--- src/rtl/control_unit_if.sv ---
// Bus bundle between control_unit and its datapath/memories.
// The master modport is the control unit; the slave modport is the datapath side.
interface control_unit_if;
  logic [6:0]  pc_addr;
  logic [15:0] instr_data;
  logic [7:0]  d_addr;
  logic        d_rd;
  logic        d_wr;
  logic [3:0]  rf_wr_addr;
  logic        rf_write;
  logic [3:0]  rf_rd_addr_a;
  logic [3:0]  rf_rd_addr_b;
  logic [1:0]  rf_wr_sel;
  logic [7:0]  rf_imm;
  logic [1:0]  alu_sel;
  logic        halted;
  logic [3:0]  state;

  modport master (
    output pc_addr, d_addr, d_rd, d_wr, rf_wr_addr, rf_write,
           rf_rd_addr_a, rf_rd_addr_b, rf_wr_sel, rf_imm, alu_sel,
           halted, state,
    input  instr_data
  );

  modport slave (
    input  pc_addr, d_addr, d_rd, d_wr, rf_wr_addr, rf_write,
           rf_rd_addr_a, rf_rd_addr_b, rf_wr_sel, rf_imm, alu_sel,
           halted, state,
    output instr_data
  );
endinterface

--- src/rtl/control_unit.sv ---
// Multi-cycle instruction sequencer: fetch/decode/execute FSM driving a
// register file, ALU and data memory. Define LOAD_CONST_EN to enable LOADC.
module control_unit (
  input  logic           clock,
  input  logic           reset,
  control_unit_if.master bus
);

  typedef enum logic [3:0] {
    S_INIT   = 4'd0,
    S_FETCH  = 4'd1,
    S_DECODE = 4'd2,
    S_NOOP   = 4'd3,
    S_LOAD_A = 4'd4,
    S_LOAD_B = 4'd5,
    S_STORE  = 4'd6,
    S_ADD    = 4'd7,
    S_SUB    = 4'd8,
    S_HALT   = 4'd9,
    S_LOADC  = 4'd10
  } state_t;

  typedef enum logic [3:0] {
    OP_NOOP  = 4'h0,
    OP_STORE = 4'h1,
    OP_LOAD  = 4'h2,
    OP_ADD   = 4'h3,
    OP_SUB   = 4'h4,
    OP_HALT  = 4'h5,
    OP_LOADC = 4'h6
  } opcode_t;

  state_t      r_state;
  state_t      w_next;
  logic [6:0]  r_pc;
  logic [15:0] r_ir;
  opcode_t     w_op;

  logic [7:0]  w_d_addr;
  logic        w_d_rd;
  logic        w_d_wr;
  logic [3:0]  w_rf_wr_addr;
  logic        w_rf_write;
  logic [3:0]  w_rf_rd_addr_a;
  logic [3:0]  w_rf_rd_addr_b;
  logic [1:0]  w_rf_wr_sel;
  logic [7:0]  w_rf_imm;
  logic [1:0]  w_alu_sel;
  logic        w_halted;

  assign w_op = opcode_t'(r_ir[15:12]);

  always_ff @(posedge clock) begin
    if (reset) begin
      r_state <= S_INIT;
      r_pc    <= '0;
      r_ir    <= '0;
    end else begin
      r_state <= w_next;
      if (r_state == S_FETCH) begin
        r_ir <= bus.instr_data;
        r_pc <= r_pc + 7'd1;
      end
    end
  end

  always_comb begin
    w_next = r_state;
    case (r_state)
      S_INIT:   w_next = S_FETCH;
      S_FETCH:  w_next = S_DECODE;
      S_DECODE: begin
        case (w_op)
          OP_STORE: w_next = S_STORE;
          OP_LOAD:  w_next = S_LOAD_A;
          OP_ADD:   w_next = S_ADD;
          OP_SUB:   w_next = S_SUB;
          OP_HALT:  w_next = S_HALT;
`ifdef LOAD_CONST_EN
          OP_LOADC: w_next = S_LOADC;
`endif
          default:  w_next = S_NOOP;
        endcase
      end
      S_LOAD_A: w_next = S_LOAD_B;
      S_HALT:   w_next = S_HALT;
      default:  w_next = S_FETCH;
    endcase
  end

  always_comb begin
    w_d_addr       = '0;
    w_d_rd         = 1'b0;
    w_d_wr         = 1'b0;
    w_rf_wr_addr   = '0;
    w_rf_write     = 1'b0;
    w_rf_rd_addr_a = '0;
    w_rf_rd_addr_b = '0;
    w_rf_wr_sel    = 2'b00;
    w_rf_imm       = '0;
    w_alu_sel      = 2'b00;
    w_halted       = 1'b0;
    case (r_state)
      S_LOAD_A: begin
        w_d_rd   = 1'b1;
        w_d_addr = r_ir[11:4];
      end
      S_LOAD_B: begin
        w_rf_write   = 1'b1;
        w_rf_wr_sel  = 2'b01;
        w_rf_wr_addr = r_ir[3:0];
        w_d_addr     = r_ir[11:4];
      end
      S_STORE: begin
        w_d_wr         = 1'b1;
        w_d_addr       = r_ir[11:4];
        w_rf_rd_addr_a = r_ir[3:0];
      end
      S_ADD, S_SUB: begin
        w_rf_write     = 1'b1;
        w_rf_wr_sel    = 2'b00;
        w_alu_sel      = (r_state == S_ADD) ? 2'b01 : 2'b10;
        w_rf_rd_addr_a = r_ir[11:8];
        w_rf_rd_addr_b = r_ir[7:4];
        w_rf_wr_addr   = r_ir[3:0];
      end
      S_HALT: w_halted = 1'b1;
`ifdef LOAD_CONST_EN
      S_LOADC: begin
        w_rf_write   = 1'b1;
        w_rf_wr_sel  = 2'b10;
        w_rf_imm     = r_ir[11:4];
        w_rf_wr_addr = r_ir[3:0];
      end
`endif
      default: ;
    endcase
    // Reset is synchronous, so the FSM may still sit in a writing state
    // during the reset cycle; suppress strobes so nothing gets committed.
    if (reset) begin
      w_d_rd     = 1'b0;
      w_d_wr     = 1'b0;
      w_rf_write = 1'b0;
    end
  end

  assign bus.pc_addr      = r_pc;
  assign bus.d_addr       = w_d_addr;
  assign bus.d_rd         = w_d_rd;
  assign bus.d_wr         = w_d_wr;
  assign bus.rf_wr_addr   = w_rf_wr_addr;
  assign bus.rf_write     = w_rf_write;
  assign bus.rf_rd_addr_a = w_rf_rd_addr_a;
  assign bus.rf_rd_addr_b = w_rf_rd_addr_b;
  assign bus.rf_wr_sel    = w_rf_wr_sel;
  assign bus.rf_imm       = w_rf_imm;
  assign bus.alu_sel      = w_alu_sel;
  assign bus.halted       = w_halted;
  assign bus.state        = r_state;

endmodule
--- src/flat_wrapper.sv ---
// flat-port wrapper written by rule: the top's interface ports become plain ports
module control_unit_flat 
  (clock, reset, bus_pc_addr, bus_d_addr, bus_d_rd, bus_d_wr, bus_rf_wr_addr, bus_rf_write, bus_rf_rd_addr_a, bus_rf_rd_addr_b, bus_rf_wr_sel, bus_rf_imm, bus_alu_sel, bus_halted, bus_state, bus_instr_data);
  control_unit_if bus_i ();
  input  logic clock;
  input  logic reset;
  output wire logic [$bits(bus_i.pc_addr)-1:0] bus_pc_addr;
  output wire logic [$bits(bus_i.d_addr)-1:0] bus_d_addr;
  output wire logic [$bits(bus_i.d_rd)-1:0] bus_d_rd;
  output wire logic [$bits(bus_i.d_wr)-1:0] bus_d_wr;
  output wire logic [$bits(bus_i.rf_wr_addr)-1:0] bus_rf_wr_addr;
  output wire logic [$bits(bus_i.rf_write)-1:0] bus_rf_write;
  output wire logic [$bits(bus_i.rf_rd_addr_a)-1:0] bus_rf_rd_addr_a;
  output wire logic [$bits(bus_i.rf_rd_addr_b)-1:0] bus_rf_rd_addr_b;
  output wire logic [$bits(bus_i.rf_wr_sel)-1:0] bus_rf_wr_sel;
  output wire logic [$bits(bus_i.rf_imm)-1:0] bus_rf_imm;
  output wire logic [$bits(bus_i.alu_sel)-1:0] bus_alu_sel;
  output wire logic [$bits(bus_i.halted)-1:0] bus_halted;
  output wire logic [$bits(bus_i.state)-1:0] bus_state;
  input wire logic [$bits(bus_i.instr_data)-1:0] bus_instr_data;
  assign bus_pc_addr = bus_i.pc_addr;
  assign bus_d_addr = bus_i.d_addr;
  assign bus_d_rd = bus_i.d_rd;
  assign bus_d_wr = bus_i.d_wr;
  assign bus_rf_wr_addr = bus_i.rf_wr_addr;
  assign bus_rf_write = bus_i.rf_write;
  assign bus_rf_rd_addr_a = bus_i.rf_rd_addr_a;
  assign bus_rf_rd_addr_b = bus_i.rf_rd_addr_b;
  assign bus_rf_wr_sel = bus_i.rf_wr_sel;
  assign bus_rf_imm = bus_i.rf_imm;
  assign bus_alu_sel = bus_i.alu_sel;
  assign bus_halted = bus_i.halted;
  assign bus_state = bus_i.state;
  assign bus_i.instr_data = bus_instr_data;
  control_unit u_core (.clock(clock), .reset(reset), .bus(bus_i));
endmodule
--- config.mk ---
export PLATFORM = sky130hd
export DESIGN_NAME = control_unit_flat
export DESIGN_NICKNAME = d
export VERILOG_FILES = /design/src/rtl/control_unit_if.sv /design/src/rtl/control_unit.sv /design/src/flat_wrapper.sv
export SDC_FILE = /design/constraint.sdc
export NUM_CORES = 1
export LEC_CHECK = 0
export CAP_MARGIN = 20
export CORE_UTILIZATION = 28
export DETAILED_ROUTE_END_ITERATION = 8
export GPL_TIMING_DRIVEN = 0
export PLACE_DENSITY = 0.58
export SLEW_MARGIN = 20
export SYNTH_ARGS = -nofsm -noshare
export SYNTH_HDL_FRONTEND = slang
export SYNTH_SLANG_ARGS = --single-unit
--- constraint.sdc ---
create_clock -name clock -period 1.6 [get_ports clock]
set_clock_uncertainty 0.05 [all_clocks]
set_input_delay 0.32 -clock clock [delete_from_list [all_inputs] [get_ports clock]]
set_output_delay 0.32 -clock clock [all_outputs]
set_load 0.02 [all_outputs]
==> results.tsv, run 1 <==
stage	metric	value	unit
sta	rsz0062_at_grt	true	
grt	grtUsageTotal	16.6	%
run	cap_violations	0	
worst_setup_path	crit_slowest_cell	dfxtp_4	
outcome	outcome	finished with violations	
synth	synth_area	0.00137	mm2
sta	setup_viol	51	
synth	ys_seq_elements	27	
outcome	violations	negative setup slack	
floorplanning	io_pins	65	
grt	grt_start_max_net_pins	15	
finish	syn_to_final_growth	115	%
routing	antenna_left	0	
clock_network	clk_pin_slew_worst_paths	0.09	ns
worst_setup_path	crit_chain	buf_8, nor4b_4, o21bai_4, buf_6, buf_6, and2_4, buf_6	
sta	hold_viol_final	0	
clock_network	cts_buffer_depth	2	
sta	fmax	483	MHz
sta	slew_headroom	56.2	%
power	switching_share	35.8	%
worst_setup_path	cp_max_fo	5	
power	combPwrFrac	46.8	%
grt	grt_pass1_wl	6.73	mm
routing	wire_per_inst	14.0	um
clock_network	cts-root-buf	clkbuf_8	
sta	tns	-12.49	ns
power	ir_drop	377	uV
finish	fin_nets	304	
power	switching_power	0.000841	W
clock_network	clock_latency	0.27	ns
routing	vias	1607	
power	p_seq_share	36.5	%
worst_setup_path	end_kind	output pin	
floorplanning	die_x	71.8	um
synth	yosys_warnings	0	
floorplanning	dieArea	0.00516	mm2
finish	antenna_cells	0	
floorplanning	core_area	0.00469	mm2
floorplanning	die_y	71.8	um
clock_network	cts_num_sinks	27	
worst_hold_path	hp-class	reg2reg	
floorplanning	num_rows	25	
sta	slew_viol_final	0	
clock_network	htree_levels	1	
routing	firstDrtPassIters	4	
place	port_buffers	55	
synth	synthCells	176	
clock_network	numCtsBuffers	3	
worst_setup_path	cp.arrival	1.70	ns
sta	worst_slew_pin_slew	0.658	ns
routing	drt_iter0_drc	52	
worst_setup_path	crit_top_cell	buf_6	
routing	viasPerCell	4.75	
sta	finalCriticalPeriod	2.07	ns
power	clkPwrFrac	16.7	%
place	dpl.hpwl	2.70	mm
power	powerDensity	801	mW/mm2
synth	synth-seq-area-share	39.6	%
worst_setup_path	cp-start-kind	flip-flop	
sta	setup_slack	-0.471	ns
power	p_int	0.00151	W
power	p_leak	1.27	nW
place	pre_cts_slack	-0.793	ns
grt	grt_antenna_before_repair	0	
clock_network	cts_tree	done	
worst_setup_path	critical_path_required	1.23	ns
finish	drive_above_1_share	57.4	%
sta	hold-worst-slack	0.436	ns
synth	ys_types	31	
floorplanning	start_util	29.1	%
grt	grt_pass1_vias	1378	
grt	gr-total-overflow	0	
worst_setup_path	max_stage_delay	0.36	ns
routing	drc	0	
place	gp_routability_congestion	0.715	
worst_setup_path	cp.buffers_inverters	4	
clock_network	cts_hold_buffers	0	
worst_setup_path	critPathKind	reg2out	
worst_setup_path	cp_top_family	buffers and inverters	
synth	syn_avg_cell_area	7.76	um2
routing	finalWirelength	4.72	mm
sta	period_share	129	%
[cell type report]
class                      count  area (um2)
tap                           54        67.6
clock buffer                   4        45.0
buffer                        18         201
fill                         398        1760
inverter                       4        17.5
timing repair buffer          97         946
multi-input combinational    134        1110
sequential                    27         553
[per-stage QoR]
step	std cells	utilization, %	power (W)	cell area (um2)
after CTS	322	55.2	0.00206	2590
after detailed placement	293	45.7	0.00143	2150
final	338	62.6	0.00235	2940
after global routing	338	62.6	0.00247	2940
after floorplan	184	-	0.00123	1530
after global placement	293	45.7	0.00143	2150
[routing by layer]
metal / vias to the layer above / track usage, % / wire [um]
met1: 768 / 22.1 / 2090
met3: 2 / 2.11 / 163
met5: - / 0 / 0
met4: 0 / 3.92 / 19
li1: 800 / - / -
met2: 37 / 28.5 / 2450
[synth_stat cells]
cell type,instances,share of area [%]
buf_4,9,4.9
or3_1,4,1.8
o21ai_0,5,1.8
a31oi_1,1,0.46
ha_1,1,0.92
o31ai_1,2,1.1
nand3_1,2,0.73
o21ba_2,1,0.73
a22o_1,4,2.6
a21oi_1,24,8.8
nand2b_1,4,1.8
nor3_1,3,1.1
o21bai_1,2,1.1
nor4b_1,2,1.3
a211oi_1,1,0.55
buf_2,3,1.1
nor4b_2,1,1.1
dfxtp_1,27,40
nor2_1,4,1.1
nor4_1,1,0.46
buf_1,2,0.55
nand2_1,37,10
conb_1,1,0.27
xnor2_1,2,1.3
and2_1,16,7.3
or4_1,4,2.2
a311oi_1,1,0.64
or4b_1,2,1.5
nor2b_1,1,0.46
clkbuf_1,5,1.4
inv_1,4,1.1
[worst register-to-register path: cells and delay by family (launching register included)]
family	cells	cell delay [ns]
AO/OA/AOI/OAI	1	0.12
buffers and inverters	3	0.39
flip-flops	1	0.34
AND/OR/NAND/NOR	2	0.98
[repair_timing]
item,4_1_cts,5_1_grt
cloned,2,2
buffers inserted,24,16
pin swaps,20,24
endpoints found under the setup margin,62,51
resized for setup,203,83
[placed cells by master, fill, tap and decap left out, types with 4 or more instances in the layout]
master           Yosys  layout
nand2_1             37      23
a22o_4               0       4
nand2_4              0       7
clkdlybuf4s50_1      0      16
buf_4                9      34
o21ai_0              5       4
and2_4               0      16
clkbuf_8             0       4
a21oi_1             24      11
nand2_2              0       7
a21oi_2              0      12
buf_8                0       4
dfxtp_1             27      23
dlygate4sd2_1        0      11
or3_1                4       4
buf_6                0      41
conb_1               1       9
[power by group through the flow]
stage | registers, W | logic (W) | clock network (W)
floorplan | 0.000868 | 0.000365 | 0
global placement | 0.000852 | 0.000578 | 0
detailed placement | 0.000854 | 0.000581 | 0
CTS | 0.000834 | 0.000823 | 0.000403
global route | 0.000872 | 0.00117 | 0.000430
finish | 0.000859 | 0.00110 | 0.000393
[state kept, by name, indices dropped and copies added, names as in the netlist]
register	flops
u_core.bus.pc_addr	7
u_core.bus.state	4
u_core.r_ir	16
[cells by family (layout without fill, tap and decap cells)]
family | count (synthesis) | after routing | share of synthesized area, %
AOI/OAI and AO/OA | 41 | 41 | 17.8
xor gates and xnor gates | 2 | 2 | 1.28
buffers and inverters | 23 | 123 | 9.07
and+or+nand+nor | 81 | 81 | 31.1
DFF | 27 | 27 | 39.6
other | 1 | 9 | 0.275
adders and majority gates | 1 | 1 | 0.916
[path summary, 6_finish.rpt]
check | start | endpoint | slack, ns | cells after the start
max | u_core.bus.state[1] | bus_rf_rd_addr_b[3] | -0.47 | 7
min reg2reg | u_core.r_ir[5] | u_core.r_ir[5] | 0.44 | 2
max reg2reg | u_core.bus.state[0] | u_core.bus.state[2] | -0.35 | 6
min | u_core.r_ir[5] | u_core.r_ir[5] | 0.44 | 2
(Power assumes the default switching activity.)
==> run 2, diff against run 1 <==
CORE_MARGIN = 2   (was unset)
MAX_ROUTING_LAYER = met4   (was unset)
==> run 2 against run 1 <==
Compared with the run above:
- the run still ends with negative setup slack left
- wire length is 5.7% lower
- largest power group unchanged
- first-iteration DRC count decreased by 42%
- sequential cell count unchanged
- maximum frequency decreased by 1.1%
- final cell count shrank 0.59%
- sequential share of layout area rose by 0.83 points
- worst setup slack worse by 0.023 ns
- cell area shrank 4.2%
- count of clock-buffer cells in the layout is 1 lower
- power is 2.7% lower
- hold slack got worse by 0.0030 ns
- critical path type unchanged
- register-to-register slack improved by 0.06 ns
- largest cell class is now multi-input gates
==> results.tsv, run 2 (synthesis gave the netlist of run 1 again) <==
stage	metric	value	unit	change
grt	grt_pass1_vias	1405		was 1378
finish	antenna_cells	0		unchanged
floorplanning	dieArea	0.00545	mm2	was 0.00516 mm2
worst_setup_path	cp.arrival	1.72	ns	was 1.70 ns
worst_setup_path	cp-start-kind	flip-flop		unchanged
finish	final_util	59.5	%	was 62.6%
sta	slew_headroom	50.4	%	was 56.2%
grt	grt_start_max_net_pins	16		was 15
finish	largest_register_ffs	16		unchanged
finish	layout_common_cells	31 x buf_6, 27 x buf_4, 23 x dfxtp_1		was 41 x buf_6, 34 x buf_4, 23 x nand2_1, 23 x dfxtp_1
finish	drive_above_1_share	54.6	%	was 57.4%
floorplanning	start_util	28.9	%	was 29.1%
finish	top_register	u_core.r_ir		unchanged
routing	drc	0		unchanged
finish	final-instance-count-excl-fill	336		was 338
place	pre_cts_slack	-0.765	ns	was -0.793 ns
routing	drt_iter0_drc	30		was 52
sta	rsz0062_at_grt	true		unchanged
finish	final_common_cell	buf_6		unchanged
worst_hold_path	hp-class	reg2reg		unchanged
routing	viasPerCell	4.52		was 4.75
worst_setup_path	r2r_start	u_core.bus.state[1]		was u_core.bus.state[0]
worst_setup_path	r2r_cells	8		was 6
grt	grt_pass1_wl	6.71	mm	was 6.73 mm
grt	gr-total-overflow	0		unchanged
grt	grt_antenna_before_repair	0		unchanged
worst_setup_path	end_kind	output pin		unchanged
finish	fin_nets	289		was 304
power	ir_drop	606	uV	was 377 uV
sta	setup_viol	52		was 51
clock_network	numCtsBuffers	3		unchanged
sta	slew_viol_final	0		unchanged
outcome	outcome	finished with violations		unchanged
sta	setup_slack	-0.495	ns	was -0.471 ns
routing	firstDrtPassIters	4		unchanged
sta	hold_viol_final	0		unchanged
floorplanning	core_area	0.00472	mm2	was 0.00469 mm2
clock_network	clock_latency	0.27	ns	about the same
routing	vias	1518		was 1607
grt	grtUsageTotal	16.4	%	was 16.6%
sta	worst_slew_pin_slew	0.744	ns	was 0.658 ns
place	port_buffers	55		unchanged
routing	finalWirelength	4.45	mm	was 4.72 mm
sta	finalCriticalPeriod	2.09	ns	was 2.07 ns
worst_setup_path	regToRegSetupSlack	-0.29	ns	was -0.35 ns
worst_setup_path	crit_start	u_core.bus.state[1]		unchanged
clock_network	cts_num_sinks	27		unchanged
worst_setup_path	critPathKind	reg2out		unchanged
clock_network	htree_levels	1		unchanged
clock_network	cts-root-buf	clkbuf_8		unchanged
finish	nFillCells	419		was 398
worst_setup_path	critical_path_required	1.23	ns	about the same
floorplanning	num_rows	25		unchanged
sta	hold-worst-slack	0.433	ns	was 0.436 ns
floorplanning	die_y	73.8	um	was 71.8 um
floorplanning	die_x	73.8	um	was 71.8 um
clock_network	cts_buffer_depth	2		unchanged
outcome	violations	negative setup slack		unchanged
power	p_leak	1.20	nW	was 1.27 nW
worst_setup_path	cp_max_fo	3		was 5
clock_network	cts_tree	done		unchanged
place	gp_routability_congestion	0.778		was 0.715
sta	period_share	131	%	was 129%
finish	syn_to_final_growth	106	%	was 115%
routing	wire_per_inst	13.2	um	was 14.0 um
worst_setup_path	crit_path_end	bus_rf_rd_addr_b[2]		was bus_rf_rd_addr_b[3]
worst_setup_path	reg2reg_to	u_core.r_ir[0]		was u_core.bus.state[2]
floorplanning	io_pins	65		unchanged
clock_network	clk_pin_slew_worst_paths	0.09	ns	about the same
routing	antenna_left	0		unchanged
sta	tns	-13.20	ns	was -12.49 ns
place	dp_cells	306		was 293
sta	fmax	477	MHz	was 483 MHz
place	dpl.hpwl	2.87	mm	was 2.70 mm
run	cap_violations	0		unchanged
power	powerDensity	813	mW/mm2	was 801 mW/mm2
run 2: timing repair:
item	4_1_cts	5_1_grt
gates resized for setup	204	66
setup endpoints to repair	63	53
pin swaps	15	31
hold buffers	0	0
buffers inserted	21	6
cloned	1	0
run 2: worst min-delay path by stage:
stage                     cells after the start  slack (ns)                  end            from
after CTS                                     3        0.43  u_core.bus.state[1]           reset
after floorplan                               2        0.40       u_core.r_ir[4]  u_core.r_ir[4]
after global routing                          2        0.45       u_core.r_ir[6]  u_core.r_ir[6]
after detailed placement                      2        0.41       u_core.r_ir[4]  u_core.r_ir[4]
final                                         2        0.43       u_core.r_ir[6]  u_core.r_ir[6]
after global placement                        2        0.41       u_core.r_ir[6]  u_core.r_ir[6]
run 2: critical path, cell delays in order, from the launching register on:
cell and delay (ns):
dfxtp_4 0.36, buf_8 0.12, nor4b_4 0.32, o21bai_4 0.21
buf_6 0.13, buf_6 0.08, and2_4 0.13, buf_6 0.11
run 2: metal layers:
layer	wire length, um	GRT usage, %
met1	2010	21.3
met5	0	-
met4	18	2.42
met3	177	3.70
met2	2250	26.8
run 2: power by group:
group / internal [W] / switching (W)
combinational: 0.000535 / 0.000500
sequential: 0.000756 / 0.000105
clock: 0.000175 / 0.000216
run 2: through the flow:
stage,instance area (um2),power (W)
3_5_place_dp,2160,0.00144
4_1_cts,2540,0.00208
5_1_grt,2810,0.00242
6_report,2810,0.00229
2_1_floorplan,1530,0.00123
3_3_place_gp,2160,0.00143
run 2: cell type report:
| cell class | count | area (um2) | share of cell area (%) |
|---|---|---|---|
| clock buffers | 3 | 41.3 | 1.47 |
| plain buffers | 18 | 178 | 6.32 |
| clock inverters | 1 | 5.00 | 0.178 |
| flip-flops and latches | 27 | 553 | 19.7 |
| repair buffers | 82 | 825 | 29.3 |
| inverters | 4 | 15.0 | 0.534 |
| multi-input cells | 134 | 1110 | 39.5 |
| well taps | 67 | 83.8 | 2.98 |
